File: config.mk
export PLATFORM = sky130hd
export DESIGN_NAME = fetch_stage
export DESIGN_NICKNAME = d
export VERILOG_FILES = /design/src/rtl/mips_pkg.sv /design/src/rtl/if_id_reg.sv /design/src/rtl/fetch_stage.sv
export SDC_FILE = /design/constraint.sdc
export NUM_CORES = 1
export LEC_CHECK = 0
export BUFFER_PORTS_ARGS = -buffer_cell sky130_fd_sc_hd__buf_2
export CORE_AREA = 5 5 111 113
export CTS_BUF_LIST = sky130_fd_sc_hd__clkbuf_8
export CTS_CLUSTER_DIAMETER = 100
export DETAILED_ROUTE_END_ITERATION = 8
export DIE_AREA = 0 0 116 118
export HOLD_SLACK_MARGIN = 0.1
export PLACE_DENSITY = 0.94
export SLEW_MARGIN = 30
export SYNTH_ARGS = -nofsm -noshare
export SYNTH_HDL_FRONTEND = slang
export SYNTH_SLANG_ARGS = --single-unit
export TNS_END_PERCENT = 30
File: constraint.sdc
create_clock -name clk -period 7.9 [get_ports clk]
set_clock_uncertainty 0.1 [all_clocks]
set_input_delay 1.58 -clock clk [delete_from_list [all_inputs] [get_ports clk]]
set_output_delay 1.58 -clock clk [all_outputs]
set_load 0.1 [all_outputs]
File: src/rtl/mips_pkg.sv
// +----------------------------------------------------------------------------+
// | mips_pkg : shared widths and constants for the MIPS pipeline front end     |
// | Rev 1.0                                                                    |
// +----------------------------------------------------------------------------+
`default_nettype none

package mips_pkg;

    localparam int unsigned     PC_W_DEF     = 32;
    localparam int unsigned     INSTR_W_DEF  = 32;
    localparam logic [31:0]     NOP_INSTR    = 32'h0000_0000;
    localparam logic [31:0]     RESET_PC_DEF = 32'h0000_0000;
    localparam logic [31:0]     PC_INC       = 32'h0000_0004;

    function automatic logic is_misaligned(input logic [1:0] lsb);
        return lsb != 2'b00;
    endfunction

endpackage : mips_pkg

`default_nettype wire

File: src/rtl/if_id_reg.sv
// +----------------------------------------------------------------------------+
// | if_id_reg : IF/ID pipeline register {pc4, instr, valid}, enable + sync clr |
// | Rev 1.0                                                                    |
// +----------------------------------------------------------------------------+
`default_nettype none

module if_id_reg
    import mips_pkg::*;
#(
    parameter int unsigned PC_W    = PC_W_DEF,
    parameter int unsigned INSTR_W = INSTR_W_DEF
) (
    input  logic               clk,
    input  logic               rst,
    input  logic               en_i,
    input  logic               clr_i,
    input  logic [PC_W-1:0]    pc4_i,
    input  logic [INSTR_W-1:0] instr_i,
    output logic [PC_W-1:0]    pc4_o,
    output logic [INSTR_W-1:0] instr_o,
    output logic               valid_o
);

    logic [PC_W-1:0]    pc4_q;
    logic [INSTR_W-1:0] instr_q;
    logic               valid_q;

    // Clear outranks enable so a flush lands even while decode is stalled.
    always_ff @(posedge clk or posedge rst) begin
        if (rst) begin
            pc4_q   <= '0;
            instr_q <= INSTR_W'(NOP_INSTR);
            valid_q <= 1'b0;
        end else if (clr_i) begin
            pc4_q   <= '0;
            instr_q <= INSTR_W'(NOP_INSTR);
            valid_q <= 1'b0;
        end else if (en_i) begin
            pc4_q   <= pc4_i;
            instr_q <= instr_i;
            valid_q <= 1'b1;
        end
    end

    assign pc4_o   = pc4_q;
    assign instr_o = instr_q;
    assign valid_o = valid_q;

endmodule : if_id_reg

`default_nettype wire

File: src/rtl/fetch_stage.sv
// +----------------------------------------------------------------------------+
// | fetch_stage : PC register, next-PC select and IF/ID for the 5-stage MIPS   |
// | Optional perf counters: define FETCH_PERF_CNT_EN.          Rev 1.0         |
// +----------------------------------------------------------------------------+
`default_nettype none

module fetch_stage
    import mips_pkg::*;
#(
    parameter int unsigned      PC_W     = PC_W_DEF,
    parameter int unsigned      INSTR_W  = INSTR_W_DEF,
    parameter logic [PC_W-1:0]  RESET_PC = PC_W'(RESET_PC_DEF)
) (
    input  logic               clk,
    input  logic               rst,
    input  logic               pcwrite,
    input  logic               if_id_write,
    input  logic               jump,
    input  logic [PC_W-1:0]    jump_target,
    input  logic               branch_taken,
    input  logic [PC_W-1:0]    branch_target,
    output logic [PC_W-1:0]    imem_addr,
    input  logic [INSTR_W-1:0] imem_rdata,
    output logic [PC_W-1:0]    if_id_pc4,
    output logic [INSTR_W-1:0] if_id_instr,
    output logic               if_id_valid,
    output logic               misalign_err,
    output logic [31:0]        stall_cycles,
    output logic [31:0]        flush_count
);

    logic [PC_W-1:0] pc_q, pc_d;
    logic [PC_W-1:0] pc_plus4;
    logic [PC_W-1:0] redir_tgt;
    logic            redirect;
    logic            misalign_q, misalign_d;

    assign pc_plus4  = pc_q + PC_W'(PC_INC);
    assign redirect  = branch_taken | jump;
    // Branch resolves in EX, which is older than the jump in ID, so it wins.
    assign redir_tgt = branch_taken ? branch_target : jump_target;

    always_comb begin
        pc_d = pc_q;
        if (redirect)
            pc_d = {redir_tgt[PC_W-1:2], 2'b00};
        else if (pcwrite)
            pc_d = pc_plus4;
    end

    assign misalign_d = misalign_q | (redirect & is_misaligned(redir_tgt[1:0]));

    always_ff @(posedge clk or posedge rst) begin
        if (rst) begin
            pc_q       <= RESET_PC;
            misalign_q <= 1'b0;
        end else begin
            pc_q       <= pc_d;
            misalign_q <= misalign_d;
        end
    end

    if_id_reg #(
        .PC_W    (PC_W),
        .INSTR_W (INSTR_W)
    ) u_if_id (
        .clk     (clk),
        .rst     (rst),
        .en_i    (if_id_write),
        .clr_i   (redirect),
        .pc4_i   (pc_plus4),
        .instr_i (imem_rdata),
        .pc4_o   (if_id_pc4),
        .instr_o (if_id_instr),
        .valid_o (if_id_valid)
    );

    assign imem_addr    = pc_q;
    assign misalign_err = misalign_q;

`ifdef FETCH_PERF_CNT_EN
    logic [31:0] stall_q, stall_d;
    logic [31:0] flush_q, flush_d;

    always_comb begin
        stall_d = stall_q;
        flush_d = flush_q;
        if (!pcwrite && !redirect && stall_q != 32'hFFFF_FFFF)
            stall_d = stall_q + 32'd1;
        if (redirect && flush_q != 32'hFFFF_FFFF)
            flush_d = flush_q + 32'd1;
    end

    always_ff @(posedge clk or posedge rst) begin
        if (rst) begin
            stall_q <= '0;
            flush_q <= '0;
        end else begin
            stall_q <= stall_d;
            flush_q <= flush_d;
        end
    end

    assign stall_cycles = stall_q;
    assign flush_count  = flush_q;
`else
    assign stall_cycles = '0;
    assign flush_count  = '0;
`endif

endmodule : fetch_stage

`default_nettype wire

==> results of run 1 <==
[stage by stage]
stage | hold WS, ps | area, um^2 | cells | util, %
2_1_floorplan | 889.4 | 5996 | 695 | -
3_3_place_gp | 371.9 | 6525 | 930 | 58.14
3_5_place_dp | 370.7 | 6534 | 930 | 58.22
4_1_cts | 392.5 | 6730 | 946 | 59.97
5_1_grt | 441.0 | 6734 | 946 | 60.00
6_report | 388.7 | 6734 | 946 | 60.00
[registers in the layout (all words and copies together) (netlist names)]
signal / count
imem_addr: 30
misalign_err: 1
u_if_id.instr_o: 32
u_if_id.pc4_o: 31
u_if_id.valid_o: 1
[cells in the final DEF, fill, tap and decap left out, types with 3 or more instances in the layout]
cell type,n
a211oi_1,10
a21oi_1,59
a22oi_1,6
a2bb2oi_1,7
and2_1,5
and3_1,7
buf_2,196
buf_4,3
clkbuf_8,9
clkinvlp_4,4
conb_1,66
dfrtp_1,95
inv_1,12
mux2i_1,34
nand2_1,30
nand3_1,11
nand3_2,3
nand4_1,7
nor2_1,62
nor2b_1,21
nor3_1,16
nor3_2,3
nor4_4,3
o21a_1,4
o21ai_0,33
o21ai_1,7
o22a_1,5
o31ai_1,11
xnor2_1,21
xor2_1,8
[final cells by class]
class | count | area (um^2) | area share [%]
clock inverter | 7 | 72.57 | 1.078
multi-input combinational | 479 | 2908 | 43.18
tap | 143 | 178.9 | 2.657
timing repair buffer | 201 | 1026 | 15.24
clock buffer | 9 | 123.9 | 1.839
sequential | 95 | 2377 | 35.30
inverter | 12 | 47.55 | 0.7061
[power groups by stage]
stage               registers, uW  logic [uW]  clock network (uW)
finish                        568         614                 326
global route                  573         640                 350
CTS                           566         614                 332
detailed placement            576         612                   0
global placement              572         605                   0
floorplan                     801         303                   0
[worst paths after layout]
check,to,start
min in group asynchronous,u_if_id.instr_o[21]$_DFFE_PP0P_,rst
worst max-delay path,imem_addr[8]$_DFFE_PP0N_,branch_taken
worst max register to register,u_if_id.pc4_o[24]$_DFFE_PP0P_,imem_addr[2]$_DFFE_PP0N_
worst min-delay path,misalign_err$_DFF_PP0_,misalign_err$_DFF_PP0_
max in group asynchronous,u_if_id.instr_o[3]$_DFFE_PP0P_,rst
worst min register to register,misalign_err$_DFF_PP0_,misalign_err$_DFF_PP0_
[cells by family (layout without fill, tap and decap cells)]
family / after synthesis / count (layout)
AOI/OAI and AO/OA: 160 / 160
xor gates and xnor gates: 29 / 29
adders and majority gates: 1 / 1
buffers and inverters: 121 / 229
DFF: 95 / 95
muxes: 34 / 34
other: 1 / 66
and+or+nand+nor: 189 / 189
[worst register-to-register path: stages, from the launching register on]
cell and delay (ps):
dfrtp_1 550, ha_1 480, nand2_4 200, nor4_4 440, nand4_1 250, xor2_1 260
a21oi_1 90
[routing by layer]
metal / vias up / GRT usage, %
li1: 2413 / -
met1: 2408 / 31.87
met2: 330 / 35.86
met4: 0 / 8.920
met5: - / 0
met3: 56 / 5.296
==> impl_metrics.json, run 1 <==
{
  "outcome": "completed",
  "dp_hpwl_um": 12090,
  "ctsRootBufferMaster": "clkbuf_8",
  "postRouteAntennaNets": 0,
  "intPower_uw": 770.0,
  "synth_common_cells": "dfrtp_1 (95), buf_4 (68), nor2_1 (64), a21oi_1 (59), mux2i_1 (34)",
  "finalWirelength_um": 16430,
  "synth_xor_area_share_pct": 4.416,
  "cp-end-kind": "flip-flop",
  "wl_met3_um": 1768,
  "grt_pass1_vias": 4765,
  "async_flop_share_pct": 100.0,
  "tightest_slew_ps": 775.1,
  "place_ws_ps": 4059,
  "path_cells": "buf_2 -> buf_4 -> or2_2 -> buf_4 -> nor2_2 -> nor2_1 -> o22a_1",
  "first_pass_iters": 6,
  "peakVddDrop_mv": 0.09972,
  "synthAdderAreaFrac_pct": 0.2175,
  "synth_warnings": 0,
  "synth_compound_area_share_pct": 17.25,
  "r2r_slack_ps": 5390,
  "ys_top_cells_by_area": "dfrtp_1 (41%), buf_4 (8.9%), mux2i_1 (5.9%)",
  "die_width_um": 116,
  "final-max-slew-violation-count": 0,
  "globalplace.congestion": 0.9035,
  "ff2ff_path_depth": 6,
  "combPwrFrac_pct": 40.7,
  "postCtsSetupBuffers": 0,
  "portBuffers": 197,
  "syn_area_um2": 5752,
  "holdPathStages": 2,
  "htree_levels": 3,
  "grt_pass1_wl_um": 25320,
  "synth_ff_type": "dfrtp_1",
  "top_layer": "met4",
  "layout-drive-gt1-share_pct": 30.14,
  "nets": 901,
  "syn_to_final_growth_pct": 17.08,
  "yosysUniqueCellTypes": 59,
  "pwr-share-clk_pct": 21.6,
  "num_io_pins": 264,
  "initial_core_util_pct": 51.25,
  "cp_slowest_cell": "nor2_2",
  "synth.top_cell.area_share_pct": 41.33,
  "worstPathArrival_ps": 3640,
  "seqPwrFrac_pct": 37.7,
  "holdBufCountCts": 0,
  "switching_share_pct": 48.94,
  "maxCapViolCount": 0,
  "crit_family": "simple AND/OR/NAND/NOR gates",
  "synth.most_common_cell": "dfrtp_1",
  "antenna_found_initial": 0,
  "cts_buffers": 9,
  "max_freq_ghz": 0.2880,
  "via_per_inst": 5.504,
  "core_area_um2": 11220,
  "cp.depth": 7,
  "routedWlPerCell_um": 17.37,
  "postSynthCellCount": 630,
  "critical_path.max_stage_delay_ps": 630,
  "clk_pin_slew_worst_paths_ps": 100,
  "drt_iter0_markers": 632,
  "synth.avg_cell_area_um2": 9.130,
  "clock_path_buffers": 2,
  "drc": 0,
  "rows": 39,
  "dieArea_um2": 13690,
  "vias": 5207,
  "wl_met1_um": 6649,
  "path_buf_inv": 3,
  "die_h_um": 118,
  "grt_overflow": 0,
  "track_usage_pct": 23.34,
  "leakage_uw": 0.003453,
  "cp.required_ps": 8060,
  "startpoint_type": "input pin",
  "grt_max_degree": 94,
  "crit_type": "input pin to flip-flop",
  "cp_common_cell": "buf_4",
  "cts_sinks": 95,
  "synth_edf_count": 0,
  "p_sw_uw": 738.2,
  "setup_slack_ps": 4427,
  "synth_top_family_by_area": "simple AND/OR/NAND/NOR gates",
  "nFillCells": 988,
  "synth_top_area_cell": "dfrtp_1",
  "hp-class": "flip-flop to flip-flop",
  "post-route-period-util_pct": 43.96,
  "worst_skew_pair.late_latency_ps": 370,
  "hold_viol": 0,
  "p_per_area_nw_per_um2": 224.0,
  "diodes": 0,
  "fin_total_pwr_uw": 1508,
  "cts_tree": "yes",
  "slew_headroom_pct": 48.33,
  "synthMuxAreaShare_pct": 5.917,
  "met2_length_um": 7512,
  "rsz0062_at_grt": "false",
  "yosys.area_share.simple_pct": 18.32,
  "setup_tns_ps": 0,
  "crit_path_max_fanout": 60,
  "layout_min_cycle_time_ps": 3473,
  "ys_ff_latch": 95,
  "ctsResizeCount": 0,
  "seq_area_frac_synth_pct": 41.33,
  "setup_violations": 0
}
(Power assumes the default switching activity.)
==> run 2, diff against run 1 <==
CORE_AREA = 5 5 115 117   (was 5 5 111 113)
DIE_AREA = 0 0 120 122   (was 0 0 116 118)
PLACE_DENSITY = 0.89   (was 0.94)
clock period = 3.3 ns   (was 7.9 ns; I/O delays follow)
==> run 2 against run 1 <==
  * The run now ends with design-rule violations left
  * Sequential power up 140%
  * Clock power rose to 2.9 times the previous value
  * First-iteration DRC count down 9.3%
  * Worst setup slack worse by 3400 ps
  * Via count down 0.98%
  * Design area up 1.5%
  * Critical path type is now flip-flop to flip-flop
  * Combinational power up 140%
  * Die area up 7.0%
  * Sequential share of layout area down 0.52 points
  * Global-route usage down 1.2 points
  * Critical path depth down 2
==> impl_metrics.json, run 2 (synthesis gave the netlist of run 1 again) <==
{
  "outcome": "complete, but fails checks",
  "violations": "design-rule violations",
  "diodes": 0,
  "peakVddDrop_mv": 0.2204,
  "ctsRootBufferMaster": "clkbuf_8",
  "dp_hpwl_um": 12630,
  "routedWlPerCell_um": 17.45,
  "ff2ff_path_depth": 5,
  "rsz0062_at_grt": "false",
  "final-max-slew-violation-count": 0,
  "grt_pass1_wl_um": 25520,
  "cts_buffers": 9,
  "ctsResizeCount": 0,
  "post-route-period-util_pct": 68.86,
  "drc": 1,
  "vias": 5156,
  "cp.required_ps": 3410,
  "via_per_inst": 5.371,
  "nFillCells": 1121,
  "r2r_start": "imem_addr[4]$_DFFE_PP0N_",
  "worst_skew_pair.late_latency_ps": 360,
  "layout_min_cycle_time_ps": 2272,
  "maxCapViolCount": 0,
  "cp_slowest_cell": "dfrtp_1",
  "leakage_uw": 0.003515,
  "postCtsSetupBuffers": 0,
  "cts_tree": "yes",
  "num_io_pins": 264,
  "first_pass_iters": 9,
  "grt_pass1_vias": 4738,
  "track_usage_pct": 22.10,
  "syn_to_final_growth_pct": 18.84,
  "postRouteAntennaNets": 0,
  "rows": 41,
  "clock_path_buffers": 2,
  "dp_cells": 944,
  "largest_reg_flops": 32,
  "startpoint_type": "flip-flop",
  "place_area_um2": 6586,
  "r2r_slack_ps": 1030,
  "hold_viol": 0,
  "hp-class": "input pin to async pin",
  "r2r-end": "u_if_id.pc4_o[19]$_DFFE_PP0P_",
  "postLayoutCellArea_um2": 6835,
  "slew_headroom_pct": 48.43,
  "initial_core_util_pct": 46.91,
  "dieArea_um2": 14640,
  "finalWirelength_um": 16750,
  "die_h_um": 122,
  "wl_met3_um": 1579,
  "critical_path.max_stage_delay_ps": 620,
  "crit_type": "flip-flop to flip-flop",
  "cp-end-kind": "flip-flop",
  "worstSetupStartpoint": "imem_addr[4]$_DFFE_PP0N_",
  "nets": 908,
  "p_per_area_nw_per_um2": 551.7,
  "portBuffers": 197,
  "tightest_slew_ps": 772.0,
  "holdBufCountCts": 0,
  "final_cells": 960,
  "path_cells": "nand3_2 -> nor3_4 -> nand4_1 -> xor2_1 -> a211oi_1",
  "layout-drive-gt1-share_pct": 30.49,
  "core_area_um2": 12260,
  "fin_total_pwr_uw": 3771,
  "die_width_um": 120,
  "grt_max_degree": 79,
  "mostFrequentLayoutCell": "buf_2",
  "setup_tns_ps": 0,
  "grt_overflow": 0,
  "wl_met1_um": 7046,
  "top_layer": "met4",
  "clk_pin_slew_worst_paths_ps": 90,
  "htree_levels": 3,
  "max_freq_ghz": 0.4401,
  "finish.utilization_pct": 55.75,
  "cts_sinks": 95,
  "drt_iter0_markers": 573,
  "antenna_found_initial": 0,
  "crit_path_max_fanout": 8,
  "setup_violations": 0,
  "met2_length_um": 7820,
  "mostFrequentLayoutCells": "buf_2 (196), dfrtp_1 (95), conb_1 (66), nor2_1 (63), a21oi_1 (59)",
  "worstPathArrival_ps": 2380,
  "globalplace.congestion": 0.9191
}
## run 2: worst max path at each step
stage | end | slack, ps | cells past startpoint
after global routing | imem_addr[18]$_DFFE_PP0N_ | 920 | 6
after global placement | imem_addr[24]$_DFFE_PP0N_ | 1010 | 5
final | u_if_id.pc4_o[19]$_DFFE_PP0P_ | 1030 | 5
after detailed placement | imem_addr[17]$_DFFE_PP0N_ | 940 | 7
after CTS | imem_addr[4] | 1050 | 1
after floorplan | imem_addr[10]$_DFFE_PP0N_ | 60 | 1
## run 2: final cells by class
class	instances	area (um^2)	share of cell area, %
multi-input combinational	479	2903	42.47
sequential	95	2377	34.78
timing repair buffer	208	1071	15.67
tap	150	187.7	2.746
clock buffer	10	137.6	2.014
clock inverter	6	108.9	1.593
inverter	12	50.05	0.7322
## run 2: critical path: cells and delay by family (launching register included)
kind,cells,cell delay [ps]
compound gates,1,120
xor+xnor,1,320
flops,1,620
simple gates,3,960
## run 2: power breakdown
part | switching, uW | internal [uW]
Clock | 419 | 522
Combinational | 1210 | 257
Sequential | 120 | 1240
## run 2: per-layer routing
| metal | up-vias | GRT usage, % |
|---|---|---|
| li1 | 2426 | - |
| met1 | 2382 | 30.52 |
| met2 | 312 | 34.42 |
| met3 | 36 | 5.200 |
| met4 | 0 | 7.301 |
| met5 | - | 0 |
## run 2: stage by stage
| stage | hold slack [ps] | setup WS, ps |
|---|---|---|
| 2_1_floorplan | 681.0 | 62.98 |
| 3_3_place_gp | 371.1 | 1012 |
| 3_5_place_dp | 380.6 | 942.9 |
| 4_1_cts | 397.0 | 1047 |
| 5_1_grt | 351.6 | 918.8 |
| 6_report | 314.5 | 1028 |
==> run 3, diff against run 2 <==
ABC_AREA = 1   (was default)
CORE_AREA = 5 5 113 115   (was 5 5 115 117)
DIE_AREA = 0 0 118 120   (was 0 0 120 122)
PLACE_DENSITY = 0.88   (was 0.89)
clock period = 2.1 ns   (was 3.3 ns; I/O delays follow)
==> run 3 against run 2 <==
  * Worst setup slack worse by 770 ps
  * Critical path type unchanged
  * Clock power up 19%
  * Synthesized cell count up 7.1%
  * Register-to-register slack worse by 770 ps
  * Critical endpoint is now u_if_id.pc4_o[30]$_DFFE_PP0P_
  * Die area down 3.3%
  * Sequential power up 53%
  * The flow now finishes without violations
  * Fmax up 23%
  * First-iteration DRC count down 20%
  * Final cell count up 6.0%
  * Critical path depth up 4
==> impl_metrics.json, run 3 <==
{
  "outcome": "completed",
  "synth_warnings": 0,
  "initial_core_util_pct": 46.23,
  "synth.avg_cell_area_um2": 8.021,
  "grt_pass1_wl_um": 25130,
  "vias": 5145,
  "postSynthCellCount": 675,
  "leakage_uw": 0.003542,
  "largest_reg_flops": 32,
  "yosysUniqueCellTypes": 36,
  "ctsRootBufferMaster": "clkbuf_8",
  "cts_sinks": 95,
  "track_usage_pct": 22.06,
  "final_cells": 1018,
  "clock_path_buffers": 2,
  "p_sw_uw": 2572,
  "die_h_um": 120,
  "rows": 40,
  "mostFrequentLayoutCell": "buf_2",
  "cp_common_cell": "nand2_1",
  "synth.top_cell.area_share_pct": 43.91,
  "hold_viol": 0,
  "final-max-slew-violation-count": 0,
  "crit_path_max_fanout": 7,
  "antenna_found_initial": 6,
  "worstSetupStartpoint": "imem_addr[3]$_DFFE_PP0N_",
  "routedWlPerCell_um": 15.90,
  "synth_edf_count": 0,
  "clk_pin_slew_worst_paths_ps": 90,
  "num_io_pins": 264,
  "ff2ff_path_depth": 9,
  "r2r-end": "u_if_id.pc4_o[30]$_DFFE_PP0P_",
  "rsz0062_at_grt": "false",
  "switching_share_pct": 48.50,
  "layout_min_cycle_time_ps": 1841,
  "hp-class": "input pin to flip-flop",
  "intPower_uw": 2731,
  "path_buf_inv": 0,
  "worst_skew_pair.late_latency_ps": 370,
  "wl_met1_um": 6120,
  "mostFrequentLayoutCells": "buf_2 (197), nand2_1 (181), dfrtp_1 (95), conb_1 (66), nand3_1 (62)",
  "cp.depth": 9,
  "cp-end-kind": "flip-flop",
  "core_area_um2": 11710,
  "seqPwrFrac_pct": 39.2,
  "first_pass_iters": 5,
  "grt_pass1_vias": 4989,
  "max_freq_ghz": 0.5431,
  "slew_headroom_pct": 55.91,
  "postCtsSetupBuffers": 0,
  "startpoint_type": "flip-flop",
  "globalplace.congestion": 0.8860,
  "place_ws_ps": 194.0,
  "dp_hpwl_um": 12320,
  "drc": 0,
  "crit_family": "simple AND/OR/NAND/NOR gates",
  "wl_met3_um": 1566,
  "dieArea_um2": 14160,
  "syn_to_final_growth_pct": 19.60,
  "fin_total_pwr_uw": 5303,
  "synth_top_area_cell": "dfrtp_1",
  "cts_buffers": 9,
  "nets": 966,
  "synth_ff_type": "dfrtp_1",
  "setup_violations": 0,
  "postRouteAntennaNets": 0,
  "synth.most_common_cell": "nand2_1",
  "maxCapViolCount": 0,
  "post-route-period-util_pct": 87.69,
  "finalWirelength_um": 16190,
  "pwr-share-clk_pct": 21.1,
  "synth_common_cells": "nand2_1 (181), dfrtp_1 (95), buf_4 (72), nand3_1 (62), nor2_1 (54)",
  "grt_overflow": 0,
  "dp_cells": 998,
  "async_flop_share_pct": 100.0,
  "critical_path.max_stage_delay_ps": 420,
  "r2r_start": "imem_addr[3]$_DFFE_PP0N_",
  "tightest_slew_ps": 661.4,
  "p_per_area_nw_per_um2": 819.0,
  "worstHoldStart": "imem_rdata[15]",
  "portBuffers": 197,
  "grt_max_degree": 95,
  "top_layer": "met5",
  "drt_iter0_markers": 459,
  "seq_area_frac_synth_pct": 43.91,
  "crit_type": "flip-flop to flip-flop",
  "cts_tree": "yes",
  "path_cells": "ha_1 -> nand2_2 -> nor2_4 -> nand2_4 -> nor2_2 -> nand2_1 -> nand2_1 -> nand3_1 -> o21ai_1",
  "layout-drive-gt1-share_pct": 30.76,
  "die_width_um": 118,
  "htree_levels": 3,
  "crit_path_end": "u_if_id.pc4_o[30]$_DFFE_PP0P_",
  "combPwrFrac_pct": 39.7,
  "syn_area_um2": 5414,
  "peakVddDrop_mv": 0.4397,
  "cp_slowest_cell": "dfrtp_1",
  "worstPathArrival_ps": 2030,
  "r2r_slack_ps": 260,
  "ys_top_cells_by_area": "dfrtp_1 (44%), nand2_1 (13%), buf_4 (10%)",
  "setup_slack_ps": 258.6,
  "cp.required_ps": 2280,
  "via_per_inst": 5.054,
  "met2_length_um": 8110,
  "ys_ff_latch": 95
}
## run 3: cell count changes after synthesis, moves of 14 or more
cell	delta
nand2_1	+151
nand3_1	+51
a21oi_1	-36
mux2i_1	-34
inv_1	+22
nor2b_1	-22
xnor2_1	-21
clkbuf_1	-16
a221oi_1	+14
nor3_1	-14
## run 3: timing repair
action                                 in CTS  in global routing
hold buffers                                1                  0
resized for setup                           0                  0
endpoints found under the hold margin       1                  0
## run 3: final cells by class
type,count,area (um^2)
well taps,147,183.9
fillers,1099,5236
flip-flops and latches,95,2377
clock buffers,11,151.4
inverters,36,141.4
diodes,3,7.507
clock inverters,5,25.02
multi-input cells,511,2490
repair buffers,210,1099
## run 3: power groups by stage
stage / clock network [uW] / registers [uW] / logic [uW]
final: 1120 / 2080 / 2110
after global routing: 1220 / 2100 / 2200
after CTS: 1150 / 2080 / 2110
after detailed placement: 0 / 2110 / 2110
after global placement: 0 / 2110 / 2090
after floorplan: 0 / 2940 / 999
## run 3: kinds of logic (layout without fill, tap and decap cells)
| kind of cell | after synthesis | count (layout) | synth area share, % |
|---|---|---|---|
| simple gates | 335 | 335 | 28.33 |
| buf+inv | 134 | 262 | 14.61 |
| compound gates | 108 | 108 | 12.69 |
| flops | 95 | 95 | 43.91 |
| fa+ha+maj | 1 | 1 | 0.2311 |
| other cells | 1 | 69 | 0.06927 |
| xor+xnor | 1 | 1 | 0.1618 |
## run 3: how the worst min path moves through the flow
stage	slack [ps]	cells after the start	endpoint
floorplan	460	2	u_if_id.instr_o[0]$_DFFE_PP0P_
global placement	200	2	u_if_id.instr_o[19]$_DFFE_PP0P_
detailed placement	210	2	u_if_id.instr_o[19]$_DFFE_PP0P_
CTS	160	3	u_if_id.instr_o[15]$_DFFE_PP0P_
global route	170	3	u_if_id.instr_o[20]$_DFFE_PP0P_
finish	180	3	u_if_id.instr_o[15]$_DFFE_PP0P_
## run 3: per-layer routing
layer / GRT usage, % / vias up
met2: 38.58 / 255
met1: 25.34 / 2391
li1: - / 2463
met3: 7.210 / 30
met5: 0 / -
met4: 7.670 / 6
## run 3: tightest hold or removal path: cells and delay by family
family | cells | cell delay [ps]
buffers and inverters | 1 | 70
AND/OR/NAND/NOR | 2 | 120
## run 3: stage by stage
stage          utilization, %  setup TNS [ps]  cell area (um^2)  hold slack (ps)
2_1_floorplan               -           -3909              5662            464.6
3_3_place_gp            53.63               0              6281            201.8
3_5_place_dp            53.63               0              6281            209.7
4_1_cts                 55.22               0              6467            161.3
5_1_grt                 55.29               0              6475            172.0
6_report                55.29               0              6475            181.2
